**src/rtl/regbank8_if.sv**
```systemverilog
// Bus interface for regbank8: write port, control, and the eight entry outputs plus status.
interface regbank8_if #(
  parameter int unsigned N = 32
);
  logic           ena;
  logic           we;
  logic [2:0]     waddr;
  logic [N-1:0]   wdata;
  logic [N/8-1:0] wstrb;
  logic           clear;
  logic [N-1:0]   q0, q1, q2, q3, q4, q5, q6, q7;
  logic [7:0]     written_mask;
  logic           wr_err;

  modport master (
    output ena, we, waddr, wdata, wstrb, clear,
    input  q0, q1, q2, q3, q4, q5, q6, q7, written_mask, wr_err
  );

  modport slave (
    input  ena, we, waddr, wdata, wstrb, clear,
    output q0, q1, q2, q3, q4, q5, q6, q7, written_mask, wr_err
  );
endinterface

```
**src/rtl/regbank8.sv**
```systemverilog
// Eight-entry N-bit register bank with byte-strobed write, bulk clear, enable and written mask.
// Optional REGBANK8_ZERO_ENTRY_EN: entry 0 hardwired to zero and unwritable.
module regbank8 #(
  parameter int unsigned   N         = 32,
  parameter logic [N-1:0]  RESET_VAL = '0
) (
  input logic         clk,
  input logic         rst,
  regbank8_if.slave   bus
);
  localparam int unsigned NB = N / 8;

  logic [N-1:0] entry [8];
  logic [7:0]   mask;
  logic         err;
  logic         wr_ok;

`ifdef REGBANK8_ZERO_ENTRY_EN
  assign wr_ok = (bus.waddr != 3'd0);
`else
  assign wr_ok = 1'b1;
`endif

  always_ff @(posedge clk) begin
    if (!rst) begin
      for (int unsigned i = 0; i < 8; i++) entry[i] <= RESET_VAL;
      mask <= '0;
      err  <= 1'b0;
    end else begin
      err <= 1'b0;
      if (bus.ena) begin
        if (bus.clear) begin
          for (int unsigned i = 0; i < 8; i++) entry[i] <= RESET_VAL;
          mask <= '0;
        end else if (bus.we && wr_ok) begin
          // Zero-strobe write leaves all state untouched and only flags the error.
          if (bus.wstrb == '0) begin
            err <= 1'b1;
          end else begin
            mask[bus.waddr] <= 1'b1;
            for (int unsigned k = 0; k < NB; k++) begin
              if (bus.wstrb[k]) entry[bus.waddr][8*k +: 8] <= bus.wdata[8*k +: 8];
            end
          end
        end
      end
    end
  end

`ifdef REGBANK8_ZERO_ENTRY_EN
  assign bus.q0 = '0;
`else
  assign bus.q0 = entry[0];
`endif
  assign bus.q1           = entry[1];
  assign bus.q2           = entry[2];
  assign bus.q3           = entry[3];
  assign bus.q4           = entry[4];
  assign bus.q5           = entry[5];
  assign bus.q6           = entry[6];
  assign bus.q7           = entry[7];
  assign bus.written_mask = mask;
  assign bus.wr_err       = err;
endmodule
```
**src/flat_wrapper.sv**
```systemverilog
// flat-port wrapper written by rule: the top's interface ports become plain ports
module regbank8_flat 
#(
  parameter int unsigned   N         = 32,
  parameter logic [N-1:0]  RESET_VAL = '0
)
  (clk, rst, bus_ena, bus_we, bus_waddr, bus_wdata, bus_wstrb, bus_clear, bus_q0, bus_q1, bus_q2, bus_q3, bus_q4, bus_q5, bus_q6, bus_q7, bus_written_mask, bus_wr_err);
  regbank8_if #(.N(N)) bus_i ();
  input logic clk;
  input logic rst;
  input wire logic [$bits(bus_i.ena)-1:0] bus_ena;
  input wire logic [$bits(bus_i.we)-1:0] bus_we;
  input wire logic [$bits(bus_i.waddr)-1:0] bus_waddr;
  input wire logic [$bits(bus_i.wdata)-1:0] bus_wdata;
  input wire logic [$bits(bus_i.wstrb)-1:0] bus_wstrb;
  input wire logic [$bits(bus_i.clear)-1:0] bus_clear;
  output wire logic [$bits(bus_i.q0)-1:0] bus_q0;
  output wire logic [$bits(bus_i.q1)-1:0] bus_q1;
  output wire logic [$bits(bus_i.q2)-1:0] bus_q2;
  output wire logic [$bits(bus_i.q3)-1:0] bus_q3;
  output wire logic [$bits(bus_i.q4)-1:0] bus_q4;
  output wire logic [$bits(bus_i.q5)-1:0] bus_q5;
  output wire logic [$bits(bus_i.q6)-1:0] bus_q6;
  output wire logic [$bits(bus_i.q7)-1:0] bus_q7;
  output wire logic [$bits(bus_i.written_mask)-1:0] bus_written_mask;
  output wire logic [$bits(bus_i.wr_err)-1:0] bus_wr_err;
  assign bus_i.ena = bus_ena;
  assign bus_i.we = bus_we;
  assign bus_i.waddr = bus_waddr;
  assign bus_i.wdata = bus_wdata;
  assign bus_i.wstrb = bus_wstrb;
  assign bus_i.clear = bus_clear;
  assign bus_q0 = bus_i.q0;
  assign bus_q1 = bus_i.q1;
  assign bus_q2 = bus_i.q2;
  assign bus_q3 = bus_i.q3;
  assign bus_q4 = bus_i.q4;
  assign bus_q5 = bus_i.q5;
  assign bus_q6 = bus_i.q6;
  assign bus_q7 = bus_i.q7;
  assign bus_written_mask = bus_i.written_mask;
  assign bus_wr_err = bus_i.wr_err;
  regbank8 #(.N(N), .RESET_VAL(RESET_VAL)) u_core (.clk(clk), .rst(rst), .bus(bus_i));
endmodule
```
**config.mk**
```make
export PLATFORM = sky130hd
export DESIGN_NAME = regbank8_flat
export DESIGN_NICKNAME = d
export VERILOG_FILES = /design/src/rtl/regbank8_if.sv /design/src/rtl/regbank8.sv /design/src/flat_wrapper.sv
export SDC_FILE = /design/constraint.sdc
export NUM_CORES = 1
export LEC_CHECK = 0
export BUFFER_PORTS_ARGS = -buffer_cell sky130_fd_sc_hd__buf_2
export CAP_MARGIN = 20
export CELL_PAD_IN_SITES_DETAIL_PLACEMENT = 2
export CELL_PAD_IN_SITES_GLOBAL_PLACEMENT = 2
export CORE_MARGIN = 5
export CORE_UTILIZATION = 35
export DETAILED_ROUTE_END_ITERATION = 12
export GPL_ROUTABILITY_DRIVEN = 0
export PLACE_DENSITY_LB_ADDON = 0.1
export SLEW_MARGIN = 10
export SYNTH_ARGS = -nofsm -noshare
export SYNTH_HDL_FRONTEND = slang
export SYNTH_SLANG_ARGS = --single-unit
```
**constraint.sdc**
```tcl
create_clock -name clk -period 1.95 [get_ports clk]
set_clock_uncertainty 0.2 [all_clocks]
set_input_delay 0.195 -clock clk [delete_from_list [all_inputs] [get_ports clk]]
set_output_delay 0.195 -clock clk [all_outputs]
set_load 0.01 [all_outputs]
```
==> PnR_summary.wiki, run 1 <==
{| class="wikitable"
! Metric !! Value
|-
| Result of the run || completed
|-
| Post-synth EDFFs || 256
|-
| Top post-synthesis cells by area || sky130_fd_sc_hd__edfxtp_1 (74%), sky130_fd_sc_hd__and2_1 (15%), sky130_fd_sc_hd__nor3_4 (2.4%)
|-
| Endpoint of the worst hold path || u_core.bus.written_mask[2]
|-
| Filler cells || 2844
|-
| Initial DRC Count || 323
|-
| Basic-gate share of the synthesized area counting and, or, nand and nor cells || 0.2265
|-
| Area post-placement || 13110 um^2
|-
| Via density per instance || 4.576
|-
| Clk Latency, worst-skew pair || 540 ps
|-
| Critical Path Sink Type || flop
|-
| Gate Count Post-Synth || 633
|-
| Share of synthesized cell area in full adder, half adder and majority cells || 0
|-
| FF+latch area || 7868 um^2
|-
| Flop-to-flop setup slack || 1190 ps
|-
| Final wirelength || 34480 um
|-
| Pin count of the biggest net entering global routing || 28
|-
| Antenna diodes || 0
|-
| FMAX || 0.5356 GHz
|-
| Peak supply drop || 0.6277 mV
|-
| Global route total overflow || 0
|-
| Clock Pin Slew Worst Setup and Hold Paths || 60 ps
|-
| Final Hold Violating Endpoints || 0
|-
| Static leakage power || 6.215 nW
|-
| Worst hold path depth || 3
|-
| Worst-path maximum fanout || 7
|-
| CTS H-tree lvls || 1
|-
| Residual DRC || 0
|-
| Register bit total from synthesis || 265
|-
| Count of cells along the worst register-to-register path || 2
|-
| Number of buffers between clock root and the deepest sink || 3
|-
| Number of ports placed on the die boundary || 309
|-
| Worst Setup Start Kind || input pin
|-
| Count of clock tree sinks || 265
|-
| Post-synth net total || 677
|-
| Die height || 181.9 um
|-
| Buffer type at the clock tree root || sky130_fd_sc_hd__clkbuf_16
|-
| Antenna-violating nets left || 0
|-
| Complex-gate fraction of the synthesized area || 0.006289
|-
| Mux contribution to synthesized area || 0
|-
| Clock buffers created by TritonCTS || 30
|-
| Share of cells above drive strength 1 || 0.4253
|-
| Final critical-path share of the clock period || 0.9575
|-
| Measured slew at the worst slew-check pin || 608.2 ps
|-
| Async set or reset register ratio after synthesis || 0
|-
| Start-to-end type of the worst setup path || in -> reg
|-
| TNS Setup || 0 ps
|-
| Per-cell routed wire length || 23.06 um
|-
| Leading post-synthesis cells by instance count || sky130_fd_sc_hd__and2_1 (256), sky130_fd_sc_hd__edfxtp_1 (256), sky130_fd_sc_hd__nand2b_1 (32)
|-
| Width of the die || 181.9 um
|-
| Via count of the first global-routing pass || 7814
|-
| Relative max-transition margin || 0.5941
|-
| Critical path data arrival time || 1930 ps
|-
| Start point of the worst hold path || bus_waddr[0]
|-
| Area of the core region || 29400 um^2
|-
| Total power divided by cell area || 934.7 nW/um^2
|-
| CTS tree || built
|-
| Starting Density || 0.3519
|-
| Clock period minus worst slack || 1867 ps
|-
| Post-route standard cell area excluding fillers || 14500 um^2
|-
| Post-synth top area cell || sky130_fd_sc_hd__edfxtp_1
|-
| Die area || 33100 um^2
|-
| FF-to-FF End || u_core.bus.written_mask[5]
|-
| Wire length of the first global-routing pass || 51110 um
|-
| Tightest hold margin || 25.43 ps
|-
| Half-perimeter wire length after detailed placement || 24900 um
|-
| Placement Rows || 63
|-
| Top FF cell, synth || sky130_fd_sc_hd__edfxtp_1
|-
| Syn Std Cell Area || 10350 um^2
|-
| Syn Area/Cell || 16.34 um^2
|-
| Max-capacitance violation count || 0
|-
| Area growth from synthesis to layout || 40.13%
|-
| Xor/xnor share of the synthesized area || 0
|-
| Reg2reg start || u_core.bus.written_mask[5]
|-
| Fraction of post-synthesis cell area in the top cell type by area || 0.7430
|-
| Count of final max-slew check failures || 0
|-
| Net total in the final layout || 1127
|-
| Post-synthesis sequential area ratio || 0.7604
|-
| Number of warnings printed during yosys synthesis || 0
|-
| Netlist cell types || 24
|-
| Overall track demand over capacity in global routing || 0.2045
|-
| Worst Path Required || 2010 ps
|-
| Final count of negative-setup-slack endpoints || 0
|-
| Multi-input logic area || 2437 um^2
|-
| Largest family of logic cells by synthesized area || simple AND/OR/NAND/NOR gates
|-
| Antenna violations before repair || 0
|-
| Total via count after detailed routing || 6841
|-
| Drt first pass iters || 4
|-
| Hold/Removal Path Class || in -> reg
|-
| Count of buffers from port buffering || 308
|-
| Unrepaired setup endpoints after global routing || no
|}
[area by class of cell]
| cell class | count | share of cell area |
|---|---|---|
| Multi-Input combinational cell | 353 | 0.1681 |
| Clock inverter | 9 | 0.006300 |
| Tap cell | 390 | 0.03366 |
| Timing Repair Buffer | 429 | 0.1869 |
| Clock buffer | 45 | 0.06128 |
| Sequential cell | 265 | 0.5427 |
| Inverter | 4 | 0.001036 |
[flip-flops by register name (all words and copies together) (netlist names)]
signal,flops
u_core.entry,256
u_core.bus.written_mask,8
u_core.bus.wr_err,1
[critical path, stage by stage]
cell and delay, ps:
sky130_fd_sc_hd__buf_2 140, sky130_fd_sc_hd__dlygate4sd3_1 590, sky130_fd_sc_hd__or3b_4 490, sky130_fd_sc_hd__nor3_4 180, sky130_fd_sc_hd__nand2b_1 180, sky130_fd_sc_hd__buf_4 160
[placed cells by master, fill, tap and decap left out, types with 6 or more instances in the layout]
master	instances
sky130_fd_sc_hd__nor3_4	16
sky130_fd_sc_hd__dlygate4sd3_1	39
sky130_fd_sc_hd__buf_4	69
sky130_fd_sc_hd__edfxtp_1	256
sky130_fd_sc_hd__clkbuf_8	6
sky130_fd_sc_hd__clkbuf_16	31
sky130_fd_sc_hd__nor3_2	12
sky130_fd_sc_hd__buf_2	308
sky130_fd_sc_hd__nand2_1	11
sky130_fd_sc_hd__nand2b_1	28
sky130_fd_sc_hd__and2_1	256
sky130_fd_sc_hd__buf_12	13
sky130_fd_sc_hd__o31ai_1	7
sky130_fd_sc_hd__dfxtp_1	9
sky130_fd_sc_hd__clkbuf_1	8
[stage by stage]
stage	power, mW	setup WS, ps	utilization	instances
finish	13.55	82.91	0.4931	1495
floorplan	7.210	139.4	-	633
global placement	8.009	-40.22	0.4459	1402
detailed placement	8.050	-112.3	0.4459	1402
CTS	13.71	4.084	0.4925	1495
global route	14.03	13.27	0.4931	1495
[kinds of logic after synthesis]
kind of cell / after synthesis
simple gates: 344
flops: 265
buf+inv: 15
compound gates: 9
[layer usage]
| metal | up-vias | routed length (um) | track usage |
|---|---|---|---|
| li1 | 3149 | - | - |
| met1 | 3445 | 14090 | 0.2523 |
| met2 | 213 | 17530 | 0.3642 |
| met3 | 34 | 2324 | 0.05509 |
| met4 | 0 | 531 | 0.03813 |
| met5 | - | 0 | 0 |
[how the worst max path moves through the flow]
stage,start,endpoint,slack (ps),depth (start not counted)
after detailed placement,bus_clear,u_core.entry[5][29],-110,7
after global placement,bus_clear,u_core.entry[5][27],-40,7
after floorplan,bus_clear,u_core.entry[3][0],140,5
after global routing,rst,u_core.entry[2][28],10,8
final,bus_waddr[2],u_core.entry[2][28],80,6
after CTS,bus_waddr[1],u_core.entry[0][7],4,6
[where the power goes]
part	switching (mW)	internal, mW	leakage, nW	total, mW
sequential	0.124	6.60	2.68	6.73
clock	2.21	3.38	0.483	5.58
combinational	0.770	0.469	3.05	1.24
total	3.10	10.4	6.22	13.6
[timing repair]
action | CTS | global route
endpoints found under the setup margin | 0 | 44
gates resized for setup | 0 | 6
hold buffers | 39 | 0
setup buffers | 0 | 0
hold endpoints to repair | 261 | 0
No activity file was read; power rests on OpenSTA's default activity.
==> inputs of run 2 (changes only) <==
Settings changed: CELL_PAD_IN_SITES_DETAIL_PLACEMENT 2 to default, CELL_PAD_IN_SITES_GLOBAL_PLACEMENT 2 to default, CORE_UTILIZATION 35 to 49, PLACE_DENSITY from default to 0.76, PLACE_DENSITY_LB_ADDON 0.1 to default.
==> run 2 against run 1 <==
- clock power shrank 3%
- maximum frequency decreased by 0.58%
- sequential power barely moved
- flip-flop and latch count did not move
- cell count decreased by 10%
- register-to-register slack barely moved
- via count down 3.0%
- combinational power decreased by 12%
- first-iteration DRC count is 28% higher
- critical path depth is 1 lower
- largest cell class unchanged
- largest power group unchanged
- highest routed layer unchanged
==> PnR_summary.wiki, run 2 (synthesized netlist as in run 1, its figures left out) <==
{| class="wikitable"
! Metric !! Value
|-
| Antenna-violating nets left || 0
|-
| Half-perimeter wire length after detailed placement || 19110 um
|-
| Antenna diodes || 0
|-
| Total via count after detailed routing || 6633
|-
| Count of cells along the worst register-to-register path || 2
|-
| Reg2reg start || u_core.bus.written_mask[5]
|-
| Die height || 155.3 um
|-
| Final Hold Violating Endpoints || 0
|-
| Count of final max-slew check failures || 0
|-
| FF-to-FF End || u_core.bus.written_mask[5]
|-
| Via density per instance || 4.939
|-
| Placement Rows || 53
|-
| Critical Path Sink Type || flop
|-
| Peak supply drop || 0.7875 mV
|-
| Total power divided by cell area || 946.0 nW/um^2
|-
| Slack of the critical path || 72.05 ps
|-
| Drt first pass iters || 5
|-
| Via count of the first global-routing pass || 6849
|-
| Commonest non-fill, non-tap cells in the layout || sky130_fd_sc_hd__buf_2 (308), sky130_fd_sc_hd__and2_1 (256), sky130_fd_sc_hd__edfxtp_1 (256)
|-
| Area of the core region || 20890 um^2
|-
| Unrepaired setup endpoints after global routing || no
|-
| Relative max-transition margin || 0.6159
|-
| Start point of the worst hold path || bus_clear
|-
| FMAX || 0.5325 GHz
|-
| Final wirelength || 27090 um
|-
| Flop-to-flop setup slack || 1190 ps
|-
| Clock buffers created by TritonCTS || 28
|-
| Hold/Removal Path Class || in -> reg
|-
| CP max stage delay || 540 ps
|-
| Antenna violations before repair || 0
|-
| Worst Setup Start Kind || input pin
|-
| Clk Latency, worst-skew pair || 520 ps
|-
| Clock period minus worst slack || 1878 ps
|-
| Critical path data arrival time || 1880 ps
|-
| Final critical-path share of the clock period || 0.9631
|-
| Worst-path maximum fanout || 8
|-
| Measured slew at the worst slew-check pin || 575.5 ps
|-
| Pre-CTS setup slack || -30.29 ps
|-
| Count of clock tree sinks || 265
|-
| Worst-path cell chain || dlygate4sd3_1 > buf_2 > or3b_4 > nor3_4 > nand2b_1
|-
| Net total in the final layout || 1090
|-
| Static leakage power || 5.963 nW
|-
| Leading cell type in the layout, fill and taps excluded || sky130_fd_sc_hd__buf_2
|-
| Max-capacitance violation count || 0
|-
| Number of ports placed on the die boundary || 309
|-
| Overall track demand over capacity in global routing || 0.2206
|-
| Tightest hold margin || 102.4 ps
|-
| Count of buffers from port buffering || 308
|-
| Top register by number of flip-flops || u_core.entry
|-
| Starting Density || 0.4953
|-
| Start-to-end type of the worst setup path || in -> reg
|-
| Share of cells above drive strength 1 || 0.4298
|-
| Initial DRC Count || 412
|-
| Area post-placement || 12550 um^2
|-
| Final total power || 13.22 mW
|-
| Per-cell routed wire length || 20.17 um
|-
| Slowest cell on crit path || sky130_fd_sc_hd__dlygate4sd3_1
|-
| Postcts setup bufs || 0
|-
| Result of the run || completed
|-
| Post-route standard cell area excluding fillers || 13980 um^2
|-
| Worst hold path depth || 6
|-
| Wire length of the first global-routing pass || 40490 um
|-
| CTS tree || built
|-
| CTS H-tree lvls || 1
|-
| Final count of negative-setup-slack endpoints || 0
|-
| Global route total overflow || 0
|-
| Die area || 24120 um^2
|-
| Width of the die || 155.3 um
|-
| Pin count of the biggest net entering global routing || 27
|-
| Endpoint of the worst hold path || u_core.bus.written_mask[0]
|-
| Number of buffers between clock root and the deepest sink || 3
|-
| Clock Pin Slew Worst Setup and Hold Paths || 60 ps
|-
| Buffer type at the clock tree root || sky130_fd_sc_hd__clkbuf_16
|-
| Area growth from synthesis to layout || 35.08%
|-
| Worst Path Required || 1950 ps
|-
| Flip-flop count of the largest register after layout || 256
|-
| Residual DRC || 0
|}
[run 2: per-layer routing]
layer  vias up  routed length [um]  track usage
met4         0                 465      0.05294
li1       3079                   -            -
met2       314               13300       0.3742
met1      3200               10620       0.2888
met5         -                   0            0
met3        40                2709      0.05535
[run 2: how the worst max path moves through the flow]
stage                                endpoint  depth (start not counted)  slack [ps]    startpoint
after CTS                 u_core.entry[2][16]                          5          10  bus_waddr[0]
after detailed placement   u_core.entry[0][8]                          5         -30     bus_clear
after global routing      u_core.entry[6][30]                          6           4           rst
after floorplan            u_core.entry[3][0]                          5         140     bus_clear
after global placement    u_core.entry[0][10]                          5          -5     bus_clear
final                     u_core.entry[2][29]                          5          70  bus_waddr[0]
[run 2: metrics by stage]
stage,TNS (ps),util,std cells
2_1_floorplan,0,-,633
3_3_place_gp,-38.40,0.6006,1251
3_5_place_dp,-1575,0.6006,1251
4_1_cts,0,0.6657,1343
5_1_grt,0,0.6691,1343
6_report,0,0.6691,1343
[run 2: where the power goes]
| group | switching, mW | internal (mW) | total, mW |
|---|---|---|---|
| clock | 2.16 | 3.26 | 5.41 |
| sequential | 0.120 | 6.60 | 6.72 |
| combinational | 0.703 | 0.383 | 1.09 |
[run 2: repair_timing]
| item | CTS | global route |
|---|---|---|
| gates resized for setup | 0 | 28 |
| endpoints found under the hold margin | 258 | 0 |
| hold buffers | 40 | 0 |
| endpoints found under the setup margin | 0 | 224 |
[run 2: final cells by class]
class | instances | area, um^2
clock buffer | 32 | 737.0
inverter | 4 | 15.01
clock inverter | 20 | 222.7
tap | 275 | 344.1
sequential | 265 | 7868
fill | 1425 | 6913
multi-input combinational | 353 | 2490
timing repair buffer | 394 | 2300
[run 2: worst max-delay path, delay by kind of cell]
family / cells / cell delay (ps)
AND/OR/NAND/NOR: 3 / 970
buffers and inverters: 2 / 700
==> inputs of run 3 (changes only) <==
Settings changed: RECOVER_POWER from default to 25.
==> run 3 against run 2 <==
- maximum frequency increased by 0.67%
- cell count unchanged
- worst setup slack better by 13 ps
- largest cell class unchanged
- register-to-register slack about the same
- cell area down 1.7%
- critical path type unchanged
- first-iteration DRC count decreased by 5.6%
- combinational power shrank 6%
==> PnR_summary.wiki, run 3 (synthesized netlist as in run 1, its figures left out) <==
{| class="wikitable"
! Metric !! Value
|-
| Peak supply drop || 0.7851 mV
|-
| Per-cell routed wire length || 20.22 um
|-
| Global route total overflow || 0
|-
| Start point of the critical path || bus_waddr[0]
|-
| Count of cells along the worst register-to-register path || 2
|-
| FMAX || 0.5361 GHz
|-
| Number of ports placed on the die boundary || 309
|-
| Buffer type at the clock tree root || sky130_fd_sc_hd__clkbuf_16
|-
| Worst-path maximum fanout || 8
|-
| Half-perimeter wire length after detailed placement || 19110 um
|-
| Critical Path Sink Type || flop
|-
| Number of buffers between clock root and the deepest sink || 3
|-
| Antenna diodes || 0
|-
| Area of the core region || 20890 um^2
|-
| Total via count after detailed routing || 6633
|-
| Number of cells in the design after placement || 1251
|-
| Clock buffers created by TritonCTS || 28
|-
| Critical path data arrival time || 1870 ps
|-
| Max-capacitance violation count || 0
|-
| Cell Int Power || 10.17 mW
|-
| TNS Setup || 0 ps
|-
| Worst Setup Start Kind || input pin
|-
| Total power divided by cell area || 958.3 nW/um^2
|-
| Count of final max-slew check failures || 0
|-
| Pin count of the biggest net entering global routing || 27
|-
| Filler cells || 1555
|-
| CTS H-tree lvls || 1
|-
| Residual DRC || 0
|-
| Worst hold path depth || 6
|-
| Start-to-end type of the worst setup path || in -> reg
|-
| Initial DRC Count || 389
|-
| Placement Rows || 53
|-
| Seq pwr share || 0.511
|-
| Antenna-violating nets left || 0
|-
| Clock Power Share || 0.411
|-
| Clock period minus worst slack || 1865 ps
|-
| Overall track demand over capacity in global routing || 0.2206
|-
| Area growth from synthesis to layout || 32.74%
|-
| Net total in the final layout || 1090
|-
| Count of clock tree sinks || 265
|-
| Wire length of the first global-routing pass || 40490 um
|-
| Top register by number of flip-flops || u_core.entry
|-
| Unrepaired setup endpoints after global routing || no
|-
| Starting Density || 0.4953
|-
| Antenna violations before repair || 0
|-
| Via count of the first global-routing pass || 6849
|-
| Reg2reg start || u_core.bus.written_mask[5]
|-
| Drt first pass iters || 5
|-
| Final critical-path share of the clock period || 0.9566
|-
| Count of buffers from port buffering || 308
|-
| Postcts setup bufs || 0
|-
| Share of cells above drive strength 1 || 0.2481
|-
| Width of the die || 155.3 um
|-
| Relative max-transition margin || 0.6187
|-
| Relative contribution of combinational cells to total power || 0.077
|-
| Switching portion of total power || 0.2272
|-
| Commonest non-fill, non-tap cells in the layout || sky130_fd_sc_hd__and2_1 (256), sky130_fd_sc_hd__edfxtp_1 (256), sky130_fd_sc_hd__clkbuf_1 (197)
|-
| Die area || 24120 um^2
|-
| Die height || 155.3 um
|-
| Final wirelength || 27150 um
|-
| Reported net switching power || 2.991 mW
|-
| Static leakage power || 5.336 nW
|-
| Via density per instance || 4.939
|-
| Flip-flop count of the largest register after layout || 256
|-
| Result of the run || completed
|-
| Start point of the worst hold path || bus_clear
|-
| Measured slew at the worst slew-check pin || 571.3 ps
|-
| Clock Pin Slew Worst Setup and Hold Paths || 60 ps
|-
| Hold/Removal Path Class || in -> reg
|-
| Worst Path Required || 1950 ps
|-
| Final count of negative-setup-slack endpoints || 0
|-
| Non-filler cells in the finished layout || 1343
|-
| CTS tree || built
|-
| Final Hold Violating Endpoints || 0
|-
| Clk Latency, worst-skew pair || 520 ps
|}
run 3: cell count changes in the layout (fill, tap and decap cells not counted):
cell and delta:
sky130_fd_sc_hd__buf_2 -194, sky130_fd_sc_hd__clkbuf_1 +194
run 3: worst max-delay path: stages:
cell and delay [ps]:
sky130_fd_sc_hd__dlygate4sd3_1 540, sky130_fd_sc_hd__buf_2 160, sky130_fd_sc_hd__or3b_4 500, sky130_fd_sc_hd__nor3_4 140
sky130_fd_sc_hd__nand2b_1 320
run 3: power by group through the flow:
stage               clock (mW)  sequential (mW)  combinational (mW)
floorplan                    0             7.02               0.188
global placement             0             6.84                1.01
detailed placement           0             6.84                1.02
CTS                       5.49             6.73                1.08
global route              5.73             6.76                1.09
finish                    5.41             6.73                1.02
run 3: path summary, 6_finish.rpt:
check	to	slack, ps
max reg2reg	u_core.bus.written_mask[5]	1190
min reg2reg	u_core.bus.written_mask[0]	250
min	u_core.bus.written_mask[0]	100
max	u_core.entry[2][29]	80
run 3: layout make-up:
type                    count  area (um^2)  area share
flip-flops and latches    265         7868      0.5729
multi-input cells         353         2490      0.1813
repair buffers            394         2057      0.1498
clock buffers              32        737.0     0.05366
well taps                 275        344.1     0.02505
clock inverters            20        222.7     0.01622
inverters                   4        15.01    0.001093
run 3: stage by stage:
stage	utilization	setup slack [ps]	hold WS (ps)	area (um^2)	total power, mW
floorplan	-	139.4	171.5	10350	7.210
global placement	0.6006	-4.914	228.4	12550	7.844
detailed placement	0.6006	-30.29	236.8	12550	7.861
CTS	0.6657	13.43	68.14	13910	13.30
global route	0.6574	4.398	108.4	13730	13.59
finish	0.6574	84.62	103.4	13730	13.16
run 3: what timing repair did:
action	CTS	global route
setup endpoints to repair	0	224
hold buffers	40	0
gates resized for setup	0	28
endpoints found under the hold margin	258	0
run 3: per-layer routing:
metal	GRT usage	routed length [um]
met2	0.3742	13200
met4	0.05294	529
met3	0.05535	2571
met5	0	0
met1	0.2888	10850
